<file path="config.mk">
export PLATFORM = sky130hd
export DESIGN_NAME = systolic_feeder
export DESIGN_NICKNAME = d
export VERILOG_FILES = /design/src/rtl/systolic_pkg.sv /design/src/rtl/systolic_feeder_skew_delay_line.sv /design/src/rtl/systolic_feeder.sv
export SDC_FILE = /design/constraint.sdc
export NUM_CORES = 1
export LEC_CHECK = 0
export ABC_CLOCK_PERIOD_IN_PS = 2500
export BUFFER_PORTS_ARGS = -buffer_cell sky130_fd_sc_hd__buf_2
export CAP_MARGIN = 15
export CORE_UTILIZATION = 46
export CTS_CLUSTER_DIAMETER = 50
export DETAILED_ROUTE_END_ITERATION = 7
export PLACE_DENSITY_LB_ADDON = 0.15
export SYNTH_ARGS = -nofsm -noshare
export SYNTH_HDL_FRONTEND = slang
export SYNTH_SLANG_ARGS = --single-unit
export TNS_END_PERCENT = 1
</file>
<file path="constraint.sdc">
create_clock -name clk -period 2.5 [get_ports clk]
set_clock_uncertainty 0.15 [all_clocks]
set_input_delay 0.25 -clock clk [delete_from_list [all_inputs] [get_ports clk]]
set_output_delay 0.25 -clock clk [all_outputs]
set_load 0.02 [all_outputs]
</file>
<file path="src/rtl/systolic_pkg.sv">
`default_nettype none
// ============================================================================
//  Module      : systolic_pkg
//  Description : Shared state encoding, widths and element-slice helper for
//                the systolic array north-edge feeder.
//  Revision    : 1.0  initial release
// ============================================================================
package systolic_pkg;

    // Feeder state encoding
    localparam logic [2:0] S_COLLECT = 3'd0;
    localparam logic [2:0] S_LOAD    = 3'd1;
    localparam logic [2:0] S_SETTLE  = 3'd2;
    localparam logic [2:0] S_STREAM  = 3'd3;
    localparam logic [2:0] S_DRAIN   = 3'd4;

    // Default element width and PE accumulator width
    localparam int C_DATA_W = 8;
    localparam int C_ACC_W  = 24;

    // LSB position of element idx inside a packed vector of width-bit elements
    function automatic int elem_lsb(input int idx, input int width);
        return idx * width;
    endfunction

endpackage
`default_nettype wire

</file>
<file path="src/rtl/systolic_feeder_skew_delay_line.sv">
`default_nettype none
// ============================================================================
//  Module      : skew_delay_line
//  Description : Fixed-latency shift register giving one column its diagonal
//                skew. DEPTH=0 degenerates to a plain wire.
//  Revision    : 1.0  initial release
// ============================================================================
module skew_delay_line #(
    parameter int DEPTH  = 1,
    parameter int DATA_W = 8
) (
    input  logic              clk,
    input  logic              rst_n,
    input  logic [DATA_W-1:0] i_data,
    output logic [DATA_W-1:0] o_data
);

    generate
        if (DEPTH == 0) begin : g_wire
            // Column 0 carries no skew; clock and reset are not needed here
            logic w_unused;
            assign w_unused = clk ^ rst_n;
            assign o_data   = i_data;
        end else begin : g_shift
            logic [DATA_W-1:0] r_stage [DEPTH];

            // Shift one element per cycle; reset empties every stage
            always_ff @(posedge clk or negedge rst_n) begin
                if (!rst_n) begin
                    for (int i = 0; i < DEPTH; i++) begin
                        r_stage[i] <= '0;
                    end
                end else begin
                    r_stage[0] <= i_data;
                    for (int i = 1; i < DEPTH; i++) begin
                        r_stage[i] <= r_stage[i-1];
                    end
                end
            end

            assign o_data = r_stage[DEPTH-1];
        end
    endgenerate

endmodule
`default_nettype wire

</file>
<file path="src/rtl/systolic_feeder.sv">
`default_nettype none
// ============================================================================
//  Module      : systolic_feeder
//  Description : North-edge driver for a weight-stationary PE array. Buffers
//                a weight tile, bursts it down the columns with load_weight,
//                flushes the out_s chains, then streams skewed activations.
//  Revision    : 1.0  initial release
// ============================================================================
module systolic_feeder
    import systolic_pkg::*;
#(
    parameter int ROWS   = 4,
    parameter int COLS   = 4,
    parameter int DATA_W = C_DATA_W
) (
    input  logic                   clk,
    input  logic                   rst_n,
    input  logic                   w_valid,
    output logic                   w_ready,
    input  logic [COLS*DATA_W-1:0] w_data,
    input  logic                   a_valid,
    output logic                   a_ready,
    input  logic [COLS*DATA_W-1:0] a_data,
    input  logic                   a_last,
    output logic [COLS*DATA_W-1:0] array_n,
    output logic                   load_weight,
    output logic                   issue_valid,
    output logic                   issue_last,
    output logic                   busy
);

    localparam int C_VEC_W = COLS * DATA_W;
    localparam int C_MAXN  = (ROWS > COLS) ? ROWS : COLS;
    localparam int C_CNT_W = $clog2(C_MAXN) + 1;

    localparam logic [C_CNT_W-1:0] C_ROWS_LAST  = C_CNT_W'(ROWS - 1);
    localparam logic [C_CNT_W-1:0] C_DRAIN_LAST = C_CNT_W'((COLS > 1) ? (COLS - 2) : 0);
    localparam logic [C_CNT_W-1:0] C_ONE        = C_CNT_W'(1);

    logic [2:0]         r_state;
    logic [C_CNT_W-1:0] r_cnt;
    logic [C_VEC_W-1:0] r_buf [ROWS];

    logic [C_VEC_W-1:0] r_array_n;
    logic               r_load_weight;
    logic               r_issue_valid;
    logic               r_issue_last;

    logic               w_wt_fire;
    logic               w_act_fire;
    logic [C_VEC_W-1:0] w_load_row;
    logic [C_VEC_W-1:0] w_skew_in;
    logic [C_VEC_W-1:0] w_skew_out;

    assign w_ready    = (r_state == S_COLLECT);
    assign a_ready    = (r_state == S_STREAM);
    assign busy       = (r_state != S_COLLECT);
    assign w_wt_fire  = w_valid & w_ready;
    assign w_act_fire = a_valid & a_ready;

    // Bubbles enter the skew lines as zeros
    assign w_skew_in  = w_act_fire ? a_data : '0;

    // Rows go out bottom-first so that row r ends up holding buf[r]
    always_comb begin
        w_load_row = '0;
        for (int r = 0; r < ROWS; r++) begin
            if (r_cnt == C_CNT_W'(ROWS - 1 - r)) begin
                w_load_row = r_buf[r];
            end
        end
    end

    generate
        for (genvar j = 0; j < COLS; j++) begin : g_col
            skew_delay_line #(
                .DEPTH  (j),
                .DATA_W (DATA_W)
            ) u_skew (
                .clk    (clk),
                .rst_n  (rst_n),
                .i_data (w_skew_in[elem_lsb(j, DATA_W) +: DATA_W]),
                .o_data (w_skew_out[elem_lsb(j, DATA_W) +: DATA_W])
            );
        end
    endgenerate

    // Sequencing: collect tile, load, settle, stream batch, drain skew lines
    always_ff @(posedge clk or negedge rst_n) begin
        if (!rst_n) begin
            r_state <= S_COLLECT;
            r_cnt   <= '0;
        end else begin
            case (r_state)
                S_COLLECT: begin
                    if (w_wt_fire) begin
                        if (r_cnt == C_ROWS_LAST) begin
                            r_state <= S_LOAD;
                            r_cnt   <= '0;
                        end else begin
                            r_cnt <= r_cnt + C_ONE;
                        end
                    end
                end
                S_LOAD: begin
                    if (r_cnt == C_ROWS_LAST) begin
                        r_state <= S_SETTLE;
                        r_cnt   <= '0;
                    end else begin
                        r_cnt <= r_cnt + C_ONE;
                    end
                end
                S_SETTLE: begin
                    if (r_cnt == C_ROWS_LAST) begin
                        r_state <= S_STREAM;
                        r_cnt   <= '0;
                    end else begin
                        r_cnt <= r_cnt + C_ONE;
                    end
                end
                S_STREAM: begin
                    if (w_act_fire && a_last) begin
                        r_state <= (COLS > 1) ? S_DRAIN : S_COLLECT;
                        r_cnt   <= '0;
                    end
                end
                S_DRAIN: begin
                    if (r_cnt == C_DRAIN_LAST) begin
                        r_state <= S_COLLECT;
                        r_cnt   <= '0;
                    end else begin
                        r_cnt <= r_cnt + C_ONE;
                    end
                end
                default: begin
                    r_state <= S_COLLECT;
                    r_cnt   <= '0;
                end
            endcase
        end
    end

    // Weight tile buffer: beat k of the tile lands in row k
    always_ff @(posedge clk or negedge rst_n) begin
        if (!rst_n) begin
            for (int r = 0; r < ROWS; r++) begin
                r_buf[r] <= '0;
            end
        end else if (w_wt_fire) begin
            for (int r = 0; r < ROWS; r++) begin
                if (r_cnt == C_CNT_W'(r)) begin
                    r_buf[r] <= w_data;
                end
            end
        end
    end

    // Registered north-edge outputs; LOAD bypasses the skew lines
    always_ff @(posedge clk or negedge rst_n) begin
        if (!rst_n) begin
            r_array_n     <= '0;
            r_load_weight <= 1'b0;
            r_issue_valid <= 1'b0;
            r_issue_last  <= 1'b0;
        end else begin
            r_load_weight <= (r_state == S_LOAD);
            r_issue_valid <= w_act_fire;
            r_issue_last  <= w_act_fire & a_last;
            if (r_state == S_LOAD) begin
                r_array_n <= w_load_row;
            end else if ((r_state == S_STREAM) || (r_state == S_DRAIN)) begin
                r_array_n <= w_skew_out;
            end else begin
                r_array_n <= '0;
            end
        end
    end

    assign array_n     = r_array_n;
    assign load_weight = r_load_weight;
    assign issue_valid = r_issue_valid;
    assign issue_last  = r_issue_last;

endmodule
`default_nettype wire

</file>
==> impl_metrics.toml <==
[outcome]
status = "finished, violations left"
violations = "design-rule violations"

[sta]
slew_violations = 0
slew-limit-headroom = 0.616
rsz0062_at_grt = "no"
tns_ns = 0
finalCriticalPeriod_ns = 2.21
finalCritPeriodShare = 0.885
report.final.setup_viol = 0
worstMarginPinSlew_ns = 0.576
fmax_ghz = 0.452
hold_viol = 0
holdWs_ns = 0.0264

[final_layout]
layout-drive-gt1-share = 0.385
antenna_cells = 0
stdcell_count = 1036
layout_commonest_cell = "dfrtp_1"
layout.nets = 862
areaGrowthSynthToFinish_pct = 27.8
final_cell_mix = "dfrtp_1, mux2_2, buf_2"
design_area_mm2 = 0.0110

[setup_path]
r2r_cells = 5
worstSetupPathType = "flop to flop"
end_kind = "flop"
arrival_ns = 2.46
required_ns = 2.75
r2r_start = "r_state[1]$_DFFE_PN0P_"
path_max_fanout = 32
cp-start-kind = "flop"
r2r_end = "r_buf[123]$_DFFE_PN0P_"
ff2ff_setup_slack_ns = 0.29

[clock_tree]
numCtsBuffers = 26
clock_latency_ns = 0.52
cts_sinks = 217
cts_resized = 0
cts-root-buf = "clkbuf_16"
path_clk_slew_ns = 0.06
cts_tree = "done"
clock_path_buffers = 3
h-tree-depth = 1

[flow_run]
drv_cap = 0

[grt]
grt_use_met2 = 0.354
grt_util_all_layers = 0.207
grt_pass1_vias = 5981
met3_usage = 0.0356
grt_overflow = 0
gr-max-usage-layer = "met2"
grt_pass1_wl_mm = 31.7
grtUsageMet1 = 0.271
antenna_found_initial = 0
grt_max_degree = 76

[placed_design]
routabilityCongestion = 0.766
dp_cells = 921
hpwl_mm = 11.9
port_buffers = 106
place_area_mm2 = 0.00946

[routing]
vias_per_cell = 5.42
first_pass_iters = 8
drc_errors = 1
drtAntennaViolNets = 0
wl_per_cell_um = 18.6
drt_iter0_markers = 247
wl_mm = 19.2
vias = 5616

[synth]
synth_nets = 680
ys_types = 37
synthFlopType = "dfrtp_1"
ys_seq_elements = 217
synth_edf_count = 0
avgSynthCellArea_um2 = 14.3
synthesis.area_mm2 = 0.00863
ys_seq_area_frac = 0.629
syn_inst = 605
synth_warnings = 0
async_reset_ff_frac = 1.00

[floorplan]
coreArea_mm2 = 0.0181
fp.dieH_um = 139
placementRows = 49
die_w_um = 139
dieArea_mm2 = 0.0193
start_util = 0.476
io_pins = 107

[min_path]
hold_path_class = "primary input to flop"
min-delay-start = "w_valid"
hold-path-endpoint = "r_state[0]$_DFFE_PN0P_"
hold_depth = 4

[pwr]
leakage_nw = 5.17
cellPowerDensity_mw_per_mm2 = 1250
peakVddDrop_uv = 565
state kept, by name, summed over array words and instances (netlist names):
signal                        count
load_weight                       1
g_col.u_skew.g_shift.r_stage     24
array_n                          32
r_buf                           128
g_col.u_skew.o_data              24
issue_last                        1
r_state                           3
issue_valid                       1
r_cnt                             3
timing repair:
item,CTS,global route
setup buffers,0,0
hold endpoints to repair,232,0
hold buffers,67,0
synth_stat cells (4+ instances only):
library cell  count  area, um^2
a221o_1          32         320
a22oi_1          32         240
and2_1           25         156
buf_2             8        40.0
buf_6             9         101
clkbuf_1         22        82.6
dfrtp_1         217        5430
ha_1              6        75.1
inv_1             4        15.0
mux2_1           10         113
mux2_2          120        1350
nand2_1          14        52.6
nand2b_1          4        25.0
nor2_1           37         139
o21ai_0           9        45.0
o2bb2ai_1        24         210
worst max-delay path, stage by stage, from the launching register on:
cell and delay (ns):
dfrtp_1 0.47, or3_4 0.41, inv_2 0.07, and3_4 0.24
nand2_4 0.30, mux2_1 0.44
layer usage:
| layer | vias to the layer above | wire (um) |
|---|---|---|
| li1 | 2553 | - |
| met1 | 2898 | 8360 |
| met2 | 133 | 9670 |
| met3 | 32 | 857 |
| met4 | 0 | 342 |
| met5 | - | 0 |
cells by family after synthesis:
| family | Yosys count | share of synthesized area |
|---|---|---|
| AO/OA/AOI/OAI | 105 | 0.100 |
| adder cells (fa/ha/maj) | 6 | 0.00870 |
| buffers and inverters | 48 | 0.0313 |
| flip-flops | 217 | 0.629 |
| multiplexers | 132 | 0.172 |
| AND/OR/NAND/NOR | 97 | 0.0588 |
how the worst max path moves through the flow:
stage | from | to | slack [ns] | cells after the start
3_3_place_gp | r_state[1]$_DFFE_PN0P_ | r_buf[50]$_DFFE_PN0P_ | 0.35 | 5
4_1_cts | r_state[1]$_DFFE_PN0P_ | r_buf[52]$_DFFE_PN0P_ | 0.28 | 5
6_report | r_state[1]$_DFFE_PN0P_ | r_buf[123]$_DFFE_PN0P_ | 0.29 | 5
3_5_place_dp | r_state[1]$_DFFE_PN0P_ | r_buf[52]$_DFFE_PN0P_ | 0.29 | 5
5_1_grt | r_cnt[0]$_DFFE_PN0P_ | array_n[27]$_DFF_PN0_ | 0.14 | 7
2_1_floorplan | r_state[0]$_DFFE_PN0P_ | r_buf[10]$_DFFE_PN0P_ | 0.52 | 6
cell type report:
cell class,instances,area [um^2]
fillers,1400,7110
flip-flops and latches,217,5430
multi-input cells,340,2980
repair buffers,197,1420
clock buffers,33,748
well taps,229,287
clock inverters,15,153
inverters,5,18.8
through the flow:
stage | util | setup WS, ns | total power, mW
final | 0.608 | 0.288 | 13.8
after global routing | 0.608 | 0.140 | 14.5
after CTS | 0.608 | 0.282 | 13.9
after detailed placement | 0.522 | 0.291 | 9.93
after global placement | 0.522 | 0.350 | 9.70
after floorplan | - | 0.524 | 8.56
power by group:
part	internal, mW	total, mW	leakage, nW	switching (mW)
clock network	2.34	3.82	0.432	1.48
registers	4.87	5.53	2.76	0.652
logic	2.16	4.41	1.98	2.25
(Power assumes the default switching activity.)
